--- src/rtl/operate_cmd_receiver.sv ---
// ----------------------------------------------------------------------------
// operate_cmd_receiver
//
// Receives 8-bit command frames from the traveler operate machine, filters
// them and queues the one-hot operation codes in a small FIFO for a
// downstream consumer.
//
// Frame layout: [1:0] tag, [6:2] one-hot op, [7] ignored.
//   NULL      : tag==2'b10, op==0            -> ignored
//   VALID     : tag==2'b10, op exactly one-hot -> queued
//   MALFORMED : anything else                -> dropped, counted
//
// Ports
//   clk       in   single clock, rising edge
//   rst_n     in   asynchronous active-low reset
//   data      in   [7:0] command frame, registered every clock
//   op_ready  in   consumer accepts the head entry this cycle
//   clr       in   synchronous clear of overflow and err_cnt
//   op_valid  out  FIFO non-empty
//   op_code   out  [4:0] head op (get, put, interact, move, throw); 0 if empty
//   level     out  [LW-1:0] FIFO occupancy 0..DEPTH
//   overflow  out  sticky: a VALID command was dropped on a full FIFO
//   err_cnt   out  [7:0] saturating count of MALFORMED frames
//
// Handshake: the head entry leaves the FIFO on a rising edge where
// op_valid and op_ready are both 1; op_ready is ignored while op_valid is 0,
// and op_code holds steady while op_valid=1 and op_ready=0.
//
// Build option: define OPCMD_ERRCNT_EN to implement err_cnt; otherwise
// err_cnt is tied to 0 (MALFORMED frames are still dropped).
// ----------------------------------------------------------------------------
module operate_cmd_receiver #(
    parameter int DEPTH = 4,
    parameter int LW    = 3
) (
    input  logic          clk,
    input  logic          rst_n,
    input  logic [7:0]    data,
    input  logic          op_ready,
    input  logic          clr,
    output logic          op_valid,
    output logic [4:0]    op_code,
    output logic [LW-1:0] level,
    output logic          overflow,
    output logic [7:0]    err_cnt
);

    localparam int PW = (DEPTH > 1) ? $clog2(DEPTH) : 1;

    // Input stage; resets to a NULL frame so nothing is queued out of reset.
    logic [7:0]    frame_q;

    logic [PW-1:0] wr_ptr_q, wr_ptr_d;
    logic [PW-1:0] rd_ptr_q, rd_ptr_d;
    logic [LW-1:0] count_q, count_d;
    logic          overflow_q, overflow_d;
    logic [4:0]    mem_q [DEPTH];

    logic [4:0]    frame_op;
    logic          tag_ok;
    logic          op_onehot;
    logic          frame_valid;
    logic          frame_null;
    logic          frame_malformed;
    logic          fifo_empty;
    logic          fifo_full;
    logic          pop;
    logic          push_acc;
    logic          drop;

    // ------------------------------------------------------------------
    // Frame classification (bit 7 takes no part)
    // ------------------------------------------------------------------
    always_comb begin
        frame_op        = frame_q[6:2];
        tag_ok          = (frame_q[1:0] == 2'b10);
        // x & (x-1) clears the lowest set bit; zero result means one bit set.
        op_onehot       = (frame_op != 5'd0) &&
                          ((frame_op & (frame_op - 5'd1)) == 5'd0);
        frame_valid     = tag_ok && op_onehot;
        frame_null      = tag_ok && (frame_op == 5'd0);
        frame_malformed = !frame_valid && !frame_null;
    end

    // ------------------------------------------------------------------
    // FIFO control
    // ------------------------------------------------------------------
    assign fifo_empty = (count_q == '0);
    assign fifo_full  = (count_q == LW'(DEPTH));
    // An empty FIFO cannot pop, so push+pop on empty degenerates to push.
    assign pop        = !fifo_empty && op_ready;
    // A full FIFO still takes the push when the head leaves on the same edge.
    assign push_acc   = frame_valid && (!fifo_full || pop);
    assign drop       = frame_valid && fifo_full && !pop;

    always_comb begin
        wr_ptr_d   = wr_ptr_q;
        rd_ptr_d   = rd_ptr_q;
        count_d    = count_q;
        overflow_d = overflow_q;

        // Pointers are PW bits wide and DEPTH is a power of two, so the
        // increment wraps modulo DEPTH on its own.
        if (push_acc) begin
            wr_ptr_d = wr_ptr_q + PW'(1);
        end
        if (pop) begin
            rd_ptr_d = rd_ptr_q + PW'(1);
        end

        case ({push_acc, pop})
            2'b10:   count_d = count_q + LW'(1);
            2'b01:   count_d = count_q - LW'(1);
            default: count_d = count_q;
        endcase

        if (clr) begin
            overflow_d = 1'b0;
        end else if (drop) begin
            overflow_d = 1'b1;
        end
    end

    always_ff @(posedge clk or negedge rst_n) begin
        if (!rst_n) begin
            frame_q    <= 8'b0000_0010;
            wr_ptr_q   <= '0;
            rd_ptr_q   <= '0;
            count_q    <= '0;
            overflow_q <= 1'b0;
        end else begin
            frame_q    <= data;
            wr_ptr_q   <= wr_ptr_d;
            rd_ptr_q   <= rd_ptr_d;
            count_q    <= count_d;
            overflow_q <= overflow_d;
        end
    end

    // Storage needs no reset: an entry is only visible while count_q covers it.
    always_ff @(posedge clk) begin
        if (push_acc) begin
            mem_q[wr_ptr_q] <= frame_op;
        end
    end

    assign op_valid = !fifo_empty;
    assign op_code  = fifo_empty ? 5'd0 : mem_q[rd_ptr_q];
    assign level    = count_q;
    assign overflow = overflow_q;

    // ------------------------------------------------------------------
    // Malformed-frame counter
    // ------------------------------------------------------------------
`ifdef OPCMD_ERRCNT_EN
    logic [7:0] err_q, err_d;
    logic       unused_bits;

    always_comb begin
        err_d = err_q;
        if (clr) begin
            err_d = 8'd0;
        end else if (frame_malformed && (err_q != 8'hFF)) begin
            err_d = err_q + 8'd1;
        end
    end

    always_ff @(posedge clk or negedge rst_n) begin
        if (!rst_n) begin
            err_q <= 8'd0;
        end else begin
            err_q <= err_d;
        end
    end

    assign err_cnt     = err_q;
    assign unused_bits = frame_q[7];
`else
    logic unused_bits;

    assign err_cnt     = 8'd0;
    assign unused_bits = ^{frame_q[7], frame_malformed};
`endif

endmodule

--- config.mk ---
export PLATFORM = sky130hd
export DESIGN_NAME = operate_cmd_receiver
export DESIGN_NICKNAME = d
export VERILOG_FILES = /design/src/rtl/operate_cmd_receiver.sv
export SDC_FILE = /design/constraint.sdc
export NUM_CORES = 1
export LEC_CHECK = 0
export BUFFER_PORTS_ARGS = -buffer_cell sky130_fd_sc_hd__buf_2
export CAP_MARGIN = 20
export CORE_MARGIN = 2
export CORE_UTILIZATION = 54
export DETAILED_ROUTE_END_ITERATION = 8
export PLACE_DENSITY = 0.83
export SYNTH_ARGS = -nofsm -noshare
export SYNTH_HDL_FRONTEND = slang
export SYNTH_SLANG_ARGS = --single-unit
--- constraint.sdc ---
create_clock -name clk -period 2.82 [get_ports clk]
set_input_delay 0.141 -clock clk [delete_from_list [all_inputs] [get_ports clk]]
set_output_delay 0.141 -clock clk [all_outputs]
set_load 0.1 [all_outputs]
# After elaboration in Yosys (flattened, before gate mapping)
# Memory sizes are Yosys's and may differ from the RTL's.
# Cells that the tools add are included.
[totals] ramBits=20 mem_bits_ro=0 reg_bits=15 latchBits=0 mem_count=1
[op_classes] magnitude_cmp=0 reduce_logical=15 n_eq_ne=4 n_mul=0 n_shift=0 mux=6 div=0 add_sub_neg=5 bitwise=1
[memory_table] name="mem_q" words=4 width=5 read_ports=1 rd_ports_with_merged_regs=0 write_ports=1 line="57" text="logic [4:0] mem_q [DEPTH];"
[ops] operator="1-bit logical AND" n=6
[ops] operator="3-bit case mux with 2 select lines" n=1
[ops] operator="5-bit bitwise AND" n=1
[ops] operator="5-bit logical NOT" n=1
[ops] operator="5-bit two-way mux" n=1
[ops] operator="5-bit nonzero test" n=1
[ops] operator="5-bit by 1-bit subtractor with 5-bit output, second input constant" n=1
[ops] operator="2-bit by 1-bit adder with 2-bit output, second input constant" n=2
[ops] operator="2-bit == test, second input constant" n=2
[ops] operator="1-bit two-way mux" n=4
[ops] operator="2-bit nonzero test" n=2
[ops] operator="3-bit by 1-bit adder with 3-bit output, second input constant" n=1
[ops] operator="3-bit == test, second input constant" n=1
[ops] operator="1-bit logical NOT" n=3
[ops] operator="3-bit logical NOT" n=1
[ops] operator="3-bit by 1-bit subtractor with 3-bit output, second input constant" n=1
[ops] operator="2-bit by 1-bit == test with 1-bit output, second input constant" n=1
[ops] operator="1-bit logical OR" n=1

# Longest topological paths before layout
# Gate-level depths: netlist (run 1).
[logic_depth] word_depth=9 mapped_depth=10

# Least setup slack after synthesis (run 1)
# Ideal clock, no wire load.
[synth_timing] path_kind="reg2reg" from="reg count_q[0] (netlist: level[0])" to="reg count_q[2] (netlist: level[2])" path_stages_with_launch=10 t_arrival_ps=3350 setup_slack_ps=-693 required_time_ps=2657 period_less_slack_ps=3513 cell_sequence="dfrtp_1 > or3_1 > clkbuf_1 > and2_1 > ha_1 > inv_1 > fa_1 > xor2_1 > nor2_1 > xor2_1"
[synth_via] elab_chain_cells=7
[synth_rtl] element="start: declaration" line="55" text="logic [LW-1:0] count_q, count_d;"
[synth_rtl] element="start signal: assignment" line="135" text="count_q <= count_d;"
[synth_rtl] element="3-bit logical NOT (*)" line="88" text="assign fifo_empty = (count_q == '0);"
[synth_rtl] element="1-bit logical NOT (*)"
[synth_rtl] element="named net op_valid" line="41" text="output logic op_valid,"
[synth_rtl] element="1-bit logical AND (*)" line="91" text="assign pop = !fifo_empty && op_ready;"
[synth_rtl] element="named net pop" line="67" text="logic pop;"
[synth_rtl] element="1-bit logical OR" line="93" text="assign push_acc = frame_valid && (!fifo_full || pop);"
[synth_rtl] element="1-bit logical AND" line="93"
[synth_rtl] element="2-bit by 1-bit == test with 1-bit output / 2-bit == test (equally long branches)" line="111" text="case ({push_acc, pop})"
[synth_rtl] element="3-bit case mux with 2 select lines / 2-bit nonzero test (equally long branches)"
# Mark *: on every way through the listed nets, which the timed path passes. The rest lies on a longest branch.
# A chain may end at the register's enable or synchronous reset.

# Worst setup path after layout (run 1)
[layout_timing] from="reg frame_q[4]" to="reg count_q[1] (netlist: level[1])"
[layout_via] elab_chain_cells=8
[layout_rtl] element="start: declaration" line="51" text="logic [7:0] frame_q;"
[layout_rtl] element="start signal: assignment" line="132" text="frame_q <= data;"
[layout_rtl] element="5-bit by 1-bit subtractor with 5-bit output" line="79" text="((frame_op & (frame_op - 5'd1)) == 5'd0);"
[layout_rtl] element="5-bit bitwise AND" line="79"
[layout_rtl] element="5-bit logical NOT" line="79"
[layout_rtl] element="1-bit logical AND (*)" line="78" text="op_onehot = (frame_op != 5'd0) &&"
[layout_rtl] element="1-bit logical AND (*)" line="80" text="frame_valid = tag_ok && op_onehot;"
[layout_rtl] element="1-bit logical AND (*)" line="93"
[layout_rtl] element="2-bit by 1-bit == test with 1-bit output / 2-bit == test (equally long branches)" line="111"
[layout_rtl] element="3-bit case mux with 2 select lines / 2-bit nonzero test (equally long branches)"
# Mark *: on every way between the ends. The rest lies on a longest branch, timed or not.

==> results of run 1 <==
## state kept, by name, indices dropped and copies added (netlist names)
name      count
mem_q        20
frame_q       7
level         3
rd_ptr_q      2
wr_ptr_q      2
overflow      1
## cell families (layout without fill, tap and decap cells)
| family | count (synthesis) | count (layout) | share of synthesized area [%] |
|---|---|---|---|
| other cells | 1 | 8 | 0.229 |
| xor+xnor | 6 | 6 | 3.21 |
| fa+ha+maj | 6 | 6 | 5.04 |
| flops | 35 | 35 | 59.7 |
| compound gates | 10 | 10 | 6.04 |
| mux | 6 | 6 | 7.49 |
| simple gates | 29 | 29 | 12.3 |
| buf+inv | 18 | 49 | 6.03 |
## Yosys cell counts, types with 3 or more instances
master / count
inv_1: 7
nand2b_1: 3
xnor2_1: 3
buf_4: 8
ha_1: 5
and2_1: 6
mux4_2: 5
dfrtp_1: 14
xor2_1: 3
edfxtp_1: 20
nor2_1: 3
or3_1: 3
nor3b_1: 4
## final timing paths
path                                      start                 endpoint  slack [ps]
max                        frame_q[4]$_DFF_PN0_     level[1]$_DFFE_PN0P_         320
min                                       rst_n     overflow$_DFFE_PN0P_         220
max reg2reg                frame_q[4]$_DFF_PN0_     level[1]$_DFFE_PN0P_         320
min reg2reg                level[2]$_DFFE_PN0P_     level[2]$_DFFE_PN0P_         510
max in group asynchronous                 rst_n     frame_q[1]$_DFF_PN1_        2310
min in group clk                       op_ready  rd_ptr_q[0]$_DFFE_PN0P_         220
## worst register-to-register path: stages (launching register included)
cell      delay [ps]
dfrtp_1          510
or3b_1           390
o32ai_2          300
o21bai_2         160
or2_1            230
ha_1             200
inv_1             70
fa_1             410
mux2i_1          150
## what timing repair did
item / 4_1_cts / 5_1_grt
setup endpoints to repair: 0 / 0
hold endpoints to repair: 23 / 0
hold buffers: 9 / 0
## stage by stage
| step | worst slack, ps | utilization, % |
|---|---|---|
| after global routing | 162 | 68.5 |
| after CTS | 320 | 68.5 |
| after global placement | 435 | 62.6 |
| after detailed placement | 362 | 62.6 |
| after floorplan | 120 | - |
| final | 319 | 68.5 |
## metal layers
layer	global-route usage [%]	vias up	wire, microns
met1	20.9	468	1050
met3	5.90	8	116
met4	8.12	0	59
met5	0	-	0
met2	31.6	27	1440
li1	-	452	-
## power breakdown
| group | internal (W) | switching (W) |
|---|---|---|
| Clock | 0.000188 | 0.000156 |
| Combinational | 0.000258 | 0.000763 |
| Sequential | 0.000610 | 0.000109 |
## layout make-up
| type | count | area [sq um] |
|---|---|---|
| repair buffers | 34 | 228 |
| clock buffers | 7 | 45.0 |
| well taps | 31 | 38.8 |
| clock inverters | 1 | 30.0 |
| inverters | 7 | 26.3 |
| multi-input cells | 65 | 588 |
| flip-flops and latches | 35 | 981 |
| fillers | 204 | 892 |
==> impl_metrics.env, run 1 <==
export IMPL_status="complete, no violations"
export IMPL_seq_area_frac_synth_pct=59.7
export IMPL_cts_resized=0
export IMPL_grt_max_degree=16
export IMPL_drc=0
export IMPL_start_kind="flop"
export IMPL_setup_viol=0
export IMPL_worst_r2r_cell_count=8
export IMPL_stdcell_area_sq_um=1940
export IMPL_whs_ps=221
export IMPL_drt_total_wl_mm=2.67
export IMPL_dieHeight_microns=59.1
export IMPL_slowest_stage="dfrtp_1"
export IMPL_hp_class="in2async"
export IMPL_rows=19
export IMPL_hpwl_mm=1.84
export IMPL_final_setup_tns_ps=0
export IMPL_antenna_found_initial=0
export IMPL_synth_cells=111
export IMPL_syn_area_sq_um=1640
export IMPL_drive_gt1_share_pct=30.9
export IMPL_crit_family="simple AND/OR/NAND/NOR gates"
export IMPL_root_buffer="clkbuf_4"
export IMPL_drt_iter0_drc=22
export IMPL_path_clk_slew_ps=90
export IMPL_cpPeakStageDelay_ps=510
export IMPL_postCtsSetupBuffers=0
export IMPL_async_reset_ff_share_pct=42.9
export IMPL_cts_buffer_depth=2
export IMPL_fin_nets=166
export IMPL_via_count=955
export IMPL_vdd_drop_max_v=0.000714
export IMPL_maxCapViolations=0
export IMPL_fmax_mhz=400
export IMPL_synth_main_ff_cell="edfxtp_1"
export IMPL_h_tree_depth=2
export IMPL_gp_congestion=0.763
export IMPL_fin_cells=180
export IMPL_start_util_pct=57.9
export IMPL_syn_area_per_cell_sq_um=14.8
export IMPL_firstDrtPassIters=4
export IMPL_layout_min_cycle_time_ps=2500
export IMPL_placed_cell_area_sq_um=1770
export IMPL_critPathBufInv=1
export IMPL_synth_top_area_share_pct=36.7
export IMPL_grt_pass1_vias=968
export IMPL_cp_cell_sequence="or3b_1, o32ai_2, o21bai_2, or2_1, ha_1, inv_1, fa_1, mux2i_1"
export IMPL_io_pins=30
export IMPL_cts_tree="yes"
export IMPL_period_share_pct=88.7
export IMPL_n_antenna_cell=0
export IMPL_cp_arrival_ps=2750
export IMPL_coreArea_sq_um=2830
export IMPL_crit_type="reg2reg"
export IMPL_finalPower_w=0.00208
export IMPL_synthTopCellsByArea="edfxtp_1 (37%), dfrtp_1 (21%), mux4_2 (6.9%)"
export IMPL_die_x_microns=59.1
export IMPL_end_kind="flop"
export IMPL_p_leak_nw=0.766
export IMPL_path_depth=8
export IMPL_synth_seq_cells=35
export IMPL_grt_total_usage_pct=18.4
export IMPL_grt_pass1_wl_mm=4.47
export IMPL_critPathMaxFanout=9
export IMPL_skew_ps=11.4
export IMPL_synth_edf_count=20
export IMPL_die_area_sq_um=3490
export IMPL_clock_latency_ps=340
export IMPL_dp_cells=163
export IMPL_yosysWarningCount=0
export IMPL_ys_types=37
export IMPL_critPathRequiredTime_ps=3070
export IMPL_slew_viol_final=0
export IMPL_syn2layout_area_growth_pct=18.3
export IMPL_io_buffer_count=20
export IMPL_p_per_area_nw_per_um2=1080
export IMPL_detail_route_antenna_nets=0
export IMPL_hold_viol=0
export IMPL_cts_buffers=5
export IMPL_cts_sinks=35
export IMPL_wl_per_cell_microns=14.8
export IMPL_overflow=0
export IMPL_grt_setup_unrepaired="no"
export IMPL_via_per_inst=5.31
export IMPL_layout_common_cells="buf_2 (20), edfxtp_1 (20), dfrtp_1 (11), dlygate4sd3_1 (9), conb_1 (8)"
export IMPL_synth_largest_area_cell="edfxtp_1"
No activity file was read; power rests on OpenSTA's default activity.
==> run 2: changes to the inputs <==
- CORE_ASPECT_RATIO: unset -> 0.8
- CORE_MARGIN: 2 -> 4
- CORE_UTILIZATION: 54 -> 49
- PLACE_DENSITY: 0.83 -> 0.79
- clock period: 2.82 -> 2.3 ns (I/O delays scaled with it)
==> run 2 against run 1 <==
Compared with the run above: the flow now finishes with violations (negative setup slack); clock-buffer cell count shrank 2; die area grew 24%; non-clock buffer count grew 10; largest cell class unchanged.
==> impl_metrics.env, run 2 (synthesis gave the netlist of run 1 again) <==
export IMPL_status="finished with violations"
export IMPL_failed_checks="negative setup slack"
export IMPL_p_leak_nw=0.847
export IMPL_worst_r2r_cell_count=10
export IMPL_die_area_sq_um=4340
export IMPL_worst_slack_ps=-16.1
export IMPL_hpwl_mm=2.00
export IMPL_fin_nets=176
export IMPL_coreArea_sq_um=3150
export IMPL_critPathMaxFanout=2
export IMPL_layout_common_cells="buf_2 (20), edfxtp_1 (20), buf_4 (16), dfrtp_1 (11)"
export IMPL_grt_setup_unrepaired="yes"
export IMPL_finalPower_w=0.00274
export IMPL_worstSetupEndpoint="level[2]$_DFFE_PN0P_"
export IMPL_grt_pass1_vias=1049
export IMPL_clock_latency_ps=290
export IMPL_grt_max_degree=16
export IMPL_vdd_drop_max_v=0.000665
export IMPL_dieHeight_microns=59.7
export IMPL_hold_viol=0
export IMPL_setup_viol=1
export IMPL_crit_type="reg2reg"
export IMPL_grt_pass1_wl_mm=4.94
export IMPL_period_share_pct=101
export IMPL_gp_congestion=0.749
export IMPL_drt_total_wl_mm=2.89
export IMPL_firstDrtPassIters=4
export IMPL_path_clk_slew_ps=70
export IMPL_drt_iter0_drc=48
export IMPL_cts_tree="yes"
export IMPL_slew_viol_final=0
export IMPL_detail_route_antenna_nets=0
export IMPL_via_per_inst=4.97
export IMPL_seqCellArea_sq_um=988
export IMPL_antenna_found_initial=0
export IMPL_wl_per_cell_microns=14.5
export IMPL_cts_sinks=35
export IMPL_drive_gt1_share_pct=42.8
export IMPL_cts_buffers=5
export IMPL_critPathRequiredTime_ps=2480
export IMPL_layout_min_cycle_time_ps=2320
export IMPL_reg2reg_setup_slack_ps=-20
export IMPL_die_x_microns=72.6
export IMPL_drc=0
export IMPL_cp_arrival_ps=2490
export IMPL_regMostFlops="mem_q"
export IMPL_io_pins=30
export IMPL_skew_ps=5.84
export IMPL_regToRegStartpoint="frame_q[5]$_DFF_PN0_"
export IMPL_p_per_area_nw_per_um2=1280
export IMPL_rows=18
export IMPL_io_buffer_count=20
export IMPL_fmax_mhz=432
export IMPL_n_antenna_cell=0
export IMPL_dp_cells=180
export IMPL_fin_cells=199
export IMPL_r2r_end="level[2]$_DFFE_PN0P_"
export IMPL_syn2layout_area_growth_pct=30.3
export IMPL_overflow=0
export IMPL_critical_path_startpoint="frame_q[5]$_DFF_PN0_"
export IMPL_n_fill_cell=228
export IMPL_maxCapViolations=0
export IMPL_multi_input_area_sq_um=656
export IMPL_h_tree_depth=2
export IMPL_end_kind="flop"
export IMPL_root_buffer="clkbuf_8"
export IMPL_via_count=989
export IMPL_start_util_pct=51.9
export IMPL_hp_class="in2reg"
export IMPL_largest_reg_flops=20
export IMPL_start_kind="flop"
export IMPL_cts_buffer_depth=2
export IMPL_grt_total_usage_pct=15.8
[run 2: cell count changes in the layout (fill, tap and decap cells not counted), moves of 2 or more]
| cell | delta |
|---|---|
| buf_4 | +11 |
| clkbuf_4 | -5 |
| clkbuf_8 | +5 |
| dfrtp_2 | -3 |
| dfrtp_4 | +3 |
| clkbuf_1 | -2 |
[run 2: how the worst min path moves through the flow]
stage / from / endpoint / cells after the start
final: clr / overflow$_DFFE_PN0P_ / 2
after global routing: clr / overflow$_DFFE_PN0P_ / 2
after CTS: clr / overflow$_DFFE_PN0P_ / 2
after detailed placement: rst_n / level[0]$_DFFE_PN0P_ / 1
after global placement: rst_n / frame_q[0]$_DFF_PN0_ / 1
after floorplan: rst_n / frame_q[0]$_DFF_PN0_ / 0
[run 2: what timing repair did]
action,in CTS,in global routing
endpoints found under the hold margin,21,0
endpoints found under the setup margin,2,2
cloned,0,0
buffers inserted,2,1
gates resized for setup,6,3
hold buffers,8,0
[run 2: report_power, final]
part	switching [W]	total, W	internal [W]	leakage [nW]
registers	0.000127	0.000890	0.000762	0.354
logic	0.000962	0.00131	0.000350	0.435
clock network	0.000217	0.000539	0.000322	0.0581
[run 2: layout make-up]
cell class	instances	area share, %
timing repair buffer	44	14.1
inverter	7	1.23
clock buffer	5	3.23
clock inverter	3	2.05
sequential	35	46.3
tap	40	2.35
multi-input combinational	65	30.7
[run 2: worst max-delay path, stage by stage, from the launching register on]
cell and delay (ps):
dfrtp_1 380, or3b_4 400, o32ai_4 260, o21bai_2 110, or2_1 250, ha_2 200, inv_2 50, fa_2 180
xor2_1 160, nor2_1 80, xor2_1 130
[run 2: metal layers]
metal / vias to the layer above / track usage, % / part of all wire, %
li1: 483 / - / -
met1: 465 / 18.6 / 40
met2: 32 / 26.9 / 52
met3: 9 / 5.21 / 6.3
met4: 0 / 6.58 / 2.1
met5: - / 0 / 0
[run 2: stage by stage]
stage	instance area [sq um]	worst slack, ps	TNS, ps	utilization (%)	hold WS (ps)
after global routing	2130	-132	-237	67.7	35.4
final	2130	-16.1	-16.1	67.7	42.2
after floorplan	1710	-18.9	-18.9	-	-181
after CTS	2100	-2.25	-2.25	66.6	33.3
after global placement	1860	36.7	0	59.1	25.4
after detailed placement	1860	-80.8	-106	59.1	36.5
